[config.mk]
export PLATFORM = sky130hd
export DESIGN_NAME = deconvolve
export DESIGN_NICKNAME = d
export VERILOG_FILES = /design/src/rtl/deconvolve.sv
export SDC_FILE = /design/constraint.sdc
export NUM_CORES = 2
export LEC_CHECK = 0
export CORE_MARGIN = 1
export CORE_UTILIZATION = 52
export CTS_BUF_LIST = sky130_fd_sc_hd__clkbuf_8
export DETAILED_ROUTE_END_ITERATION = 8
export PLACE_DENSITY = 0.84
export SLEW_MARGIN = 20
export SYNTH_ARGS = -nofsm -noshare
export SYNTH_HDL_FRONTEND = slang
export SYNTH_SLANG_ARGS = --single-unit
[constraint.sdc]
create_clock -name clk -period 10.1 [get_ports clk]
set_input_delay 3.03 -clock clk [delete_from_list [all_inputs] [get_ports clk]]
set_output_delay 3.03 -clock clk [all_outputs]
set_load 0.05 [all_outputs]
[src/rtl/deconvolve.sv]
// Sequential polynomial long division: recovers b from y = a (*) b using one
// MAC and one restoring divider, then re-checks the tail of y as residuals.
module deconvolve #(
  parameter int NA = 4,
  parameter int NB = 4,
  parameter int W  = 32,
  localparam int NY = NA + NB - 1
) (
  input  logic         clk,
  input  logic         reset,
  input  logic         start,
  input  logic [W-1:0] a [NA-1:0],
  input  logic [W-1:0] y [NY-1:0],
  output logic [W-1:0] b [NB-1:0],
  output logic         busy,
  output logic         done,
  output logic         exact,
  output logic         err
);

  localparam int KW = $clog2(NY + 1);
  localparam int AW = $clog2(NA);
  localparam int BW = $clog2(NB);
  localparam int YW = $clog2(NY);
  localparam int CW = $clog2(W + 1);

  localparam logic [2:0] S_IDLE     = 3'd0;
  localparam logic [2:0] S_LOAD     = 3'd1;
  localparam logic [2:0] S_MAC      = 3'd2;
  localparam logic [2:0] S_DIV      = 3'd3;
  localparam logic [2:0] S_CHK_LOAD = 3'd4;
  localparam logic [2:0] S_CHK_MAC  = 3'd5;
  localparam logic [2:0] S_DONE     = 3'd6;

  localparam logic [KW-1:0] NA_M1 = KW'(NA - 1);
  localparam logic [KW-1:0] NB_K  = KW'(NB);
  localparam logic [KW-1:0] NY_K  = KW'(NY);

  logic [2:0]    state_q, state_d;
  logic [KW-1:0] k_q, k_d, j_q, j_d;
  logic [CW-1:0] cnt_q, cnt_d;
  logic [W-1:0]  acc_q, acc_d, rem_q, rem_d, dvd_q, dvd_d;
  logic [W-1:0]  b_q [NB-1:0];
  logic [W-1:0]  b_d [NB-1:0];
  logic          exact_q, exact_d, err_q, err_d;

  logic [W-1:0]  a0, dvs, acc_abs, prod, div_rin, div_din, rem_sub, rem_n, dvd_n, quo_s;
  logic [BW-1:0] kj;
  logic [KW-1:0] jmax;
  logic [W:0]    trial;
  logic          ge;

  always_comb begin
    a0      = a[0];
    dvs     = a0[W-1] ? -a0 : a0;
    acc_abs = acc_q[W-1] ? -acc_q : acc_q;
    kj      = k_q[BW-1:0] - j_q[BW-1:0];
    prod    = a[j_q[AW-1:0]] * b_q[kj];
    jmax    = (k_q < NA_M1) ? k_q : NA_M1;
    // First divide iteration takes the dividend straight from acc, so the
    // divider needs no separate load cycle.
    div_rin = (cnt_q == '0) ? '0 : rem_q;
    div_din = (cnt_q == '0) ? acc_abs : dvd_q;
    trial   = {div_rin, div_din[W-1]};
    ge      = trial >= {1'b0, dvs};
    rem_sub = trial[W-1:0] - dvs;
    rem_n   = ge ? rem_sub : trial[W-1:0];
    dvd_n   = {div_din[W-2:0], ge};
    quo_s   = (acc_q[W-1] ^ a0[W-1]) ? -dvd_q : dvd_q;
  end

  always_comb begin
    state_d = state_q;
    k_d     = k_q;
    j_d     = j_q;
    cnt_d   = cnt_q;
    acc_d   = acc_q;
    rem_d   = rem_q;
    dvd_d   = dvd_q;
    b_d     = b_q;
    exact_d = exact_q;
    err_d   = err_q;
    case (state_q)
      S_IDLE: if (start) begin
        for (int i = 0; i < NB; i++) b_d[i] = '0;
        k_d = '0;
        if (a0 == '0) begin
          err_d   = 1'b1;
          exact_d = 1'b0;
          state_d = S_DONE;
        end else begin
          err_d   = 1'b0;
          exact_d = 1'b1;
          state_d = S_LOAD;
        end
      end
      S_LOAD: begin
        acc_d   = y[k_q[YW-1:0]];
        j_d     = KW'(1);
        cnt_d   = '0;
        state_d = (k_q == '0) ? S_DIV : S_MAC;
      end
      S_MAC: begin
        acc_d = acc_q - prod;
        if (j_q == jmax) state_d = S_DIV;
        else             j_d = j_q + KW'(1);
      end
      S_DIV: begin
        if (cnt_q != CW'(W)) begin
          rem_d = rem_n;
          dvd_d = dvd_n;
          cnt_d = cnt_q + CW'(1);
        end else begin
          b_d[k_q[BW-1:0]] = quo_s;
          if (rem_q != '0) exact_d = 1'b0;
          k_d     = k_q + KW'(1);
          state_d = ((k_q + KW'(1)) < NB_K) ? S_LOAD : S_CHK_LOAD;
        end
      end
      S_CHK_LOAD: begin
        // acc still holds the residual of the previous tail sample here.
        if (k_q > NB_K && acc_q != '0) exact_d = 1'b0;
        if (k_q == NY_K) begin
          state_d = S_DONE;
        end else begin
          acc_d   = y[k_q[YW-1:0]];
          j_d     = k_q - NB_K + KW'(1);
          state_d = S_CHK_MAC;
        end
      end
      S_CHK_MAC: begin
        acc_d = acc_q - prod;
        if (j_q == NA_M1) begin
          k_d     = k_q + KW'(1);
          state_d = S_CHK_LOAD;
        end else begin
          j_d = j_q + KW'(1);
        end
      end
      S_DONE:  state_d = S_IDLE;
      default: state_d = S_IDLE;
    endcase
  end

  always_ff @(posedge clk) begin
    if (reset) begin
      state_q <= S_IDLE;
      k_q     <= '0;
      j_q     <= '0;
      cnt_q   <= '0;
      acc_q   <= '0;
      rem_q   <= '0;
      dvd_q   <= '0;
      for (int i = 0; i < NB; i++) b_q[i] <= '0;
      exact_q <= 1'b0;
      err_q   <= 1'b0;
    end else begin
      state_q <= state_d;
      k_q     <= k_d;
      j_q     <= j_d;
      cnt_q   <= cnt_d;
      acc_q   <= acc_d;
      rem_q   <= rem_d;
      dvd_q   <= dvd_d;
      b_q     <= b_d;
      exact_q <= exact_d;
      err_q   <= err_d;
    end
  end

  assign b     = b_q;
  assign busy  = (state_q != S_IDLE) && (state_q != S_DONE);
  assign done  = (state_q == S_DONE);
  assign exact = exact_q;
  assign err   = err_q;

endmodule

==> metrics <==
status=finished clean; drt total wl=126000 um; Die Span X=256 um; CP Launch Type=input port; period utilization=99.1%; main flop type after synthesis=dfxtp_1; cell count after synthesis=3967; DR vias/cell=5.98; Post-synth EDFFs=0; GR Util All Layers=37.7%; WP buf/inv=8; Setup WS post-layout=0.0892 ns; Setup-failing EPs final=0; Starting Density=52.8%; DRT iter0 DRCs=3277; Core Rows=92; share of cells above drive strength 1=10.9%; Routed WL per cell=23.4 um; number of fill cells in the layout=4923; Ys Warns=0; core box area=63400 um2; Post-Synth XOR/XNOR Area=5.49%; Layout area overhead=24.7%; skew final=0.0553 ns; DRC Markers=0; largest cells by area after synthesis=fa_1 27%, dfxtp_1 14%, ha_1 7.1%; I/O pin cnt=487; multiplexer share of the synthesized area=8.38%; depth of the CTS H-tree=2; CP required=10.66 ns; Mapped Nets=4957; Post-synth ARST share=0%; CTS tree=done; TNS Setup=0 ns; Compound-Gate Fraction of Synth Area=12.2%; Max Cap Violations=0; Hold/Removal Path Class=reg -> reg; final core occ=65.9%; Post-Synth Simple-Gate Area=16.4%; router iterations before antenna repair=5; clock root cell=clkbuf_8; Detail Route Antenna Nets=0; global-route wire length before repair=189000 um; share of the synthesized area in the top cell type=26.5%; Arr. time, crit path=10.57 ns; gr ovfl total=0; initial antenna violation count=9; CP Max Fanout=7; GPL Wtd Cong=1.06; largest family of logic cells by synthesized area=adder cells; Post-synth top cells=581 x inv_1, 487 x nand2_1, 444 x fa_1, 430 x nor2_1, 241 x dfxtp_1; Synth Cell Area=33500 um2; Fmax achieved=0.0999 GHz; Final Max Tran Viols=0; Yosys top cell by area=fa_1; Max clock buf depth=3; Setup crit end kind=register; total vias in the final route=32200; crit-path leading delay family=adder cells; CTS Sinks=241; most used cell, CP=fa_1; die area=65500 um2; total CTS buffers=43; vias in the first global route=32200; Yosys reg bits=241; Avg Cell Area, Syn=8.45 um2; Max-slew headroom=25.8%; post-synth cell types=74; IO buf count=486; worst slack at placement=-0.985 ns; sequential area share after synthesis=14.4%; Synth Area in Adders=33.7%; hold slack=0.457 ns; Layout Nets=5498; Post-DP HPWL=101000 um; endpoints failing hold=0; chip height=256 um; most frequent cell after synthesis=inv_1; Slowest-stage cell, CP=mux4_2; CP max stage delay=0.68 ns; largest net degree at the start of global routing=113; Worst-Margin Slew=1.11 ns; min cycle time layout=10.01 ns; Worst-path clk slew=0.07 ns; Worst-Skew Late Latency=0.66 ns; CP Class=in -> reg
-- layer usage --
layer | GRT usage (%) | vias to the layer above | routed length, um
met5 | 0 | - | 40
met4 | 26.3 | 6 | 11400
met3 | 8.55 | 508 | 14100
met2 | 59.4 | 2036 | 56400
met1 | 45.8 | 15600 | 44300
li1 | - | 14000 | -
-- sequential cells by signal, indices dropped and copies added (netlist names) --
| register | flops |
|---|---|
| b | 128 |
| state_q | 3 |
| k_q | 3 |
| j_q | 3 |
| dvd_q | 32 |
| acc_q | 32 |
| cnt_q | 6 |
| rem_q | 32 |
| err | 1 |
| exact | 1 |
-- timing repair --
item	4_1_cts	5_1_grt
gates cloned	0	1
pin swaps	4	57
hold buffers	0	0
endpoints found under the setup margin	7	10
gates resized for setup	10	81
setup buffers	1	12
-- final timing paths --
kind	startpoint	cells after the start	slack, ns	endpoint
worst min-delay path	j_q[2]	2	0.46	j_q[2]
worst max register to register	k_q[0]	32	0.92	acc_q[31]
worst min register to register	j_q[2]	2	0.46	j_q[2]
worst max-delay path	a[11]	29	0.09	acc_q[31]
-- final cells by class --
type                            instances  area [um2]  share of cell area, %
Sequential cell                       241        4840                   11.6
Timing Repair Buffer                  736        6910                   16.5
Clock buffer                           56         771                   1.84
Inverter                              582        2180                   5.23
Multi-Input combinational cell       2904       25900                   62.0
Clock inverter                         17         128                  0.305
Tap cell                              846        1060                   2.53
Antenna cell                            4        10.0                 0.0239
-- placed cells by master, fill, tap and decap left out, drive strengths merged, types with 122 or more instances in the layout --
master | synthesis | final
a21oi | 128 | 128
clkdlybuf4s50 | 0 | 470
ha | 191 | 191
buf | 35 | 251
nand2 | 487 | 487
fa | 444 | 444
nor2 | 431 | 431
a31oi | 134 | 134
and2 | 152 | 152
inv | 581 | 592
dfxtp | 241 | 241
xnor2 | 122 | 122
-- tightest hold or removal path, stage by stage, from the launching register on --
cell     delay [ns]
dfxtp_1        0.31
nand2_1        0.05
a21oi_1        0.05
-- logic make-up after synthesis --
kind of cell	Yosys count
simple gates	1249
buf+inv	823
xor+xnor	207
flops	241
mux	186
fa+ha+maj	635
compound gates	626
-- per-stage QoR --
| stage | cell area, um2 | std cells |
|---|---|---|
| global placement | 40400 | 5295 |
| floorplan | 33500 | 3967 |
| finish | 41800 | 5386 |
| global route | 41800 | 5383 |
| CTS | 41400 | 5369 |
| detailed placement | 40400 | 5295 |
Power is not shown: default switching activity piles up to over one toggle a cycle in this logic, so the estimate is an artifact.
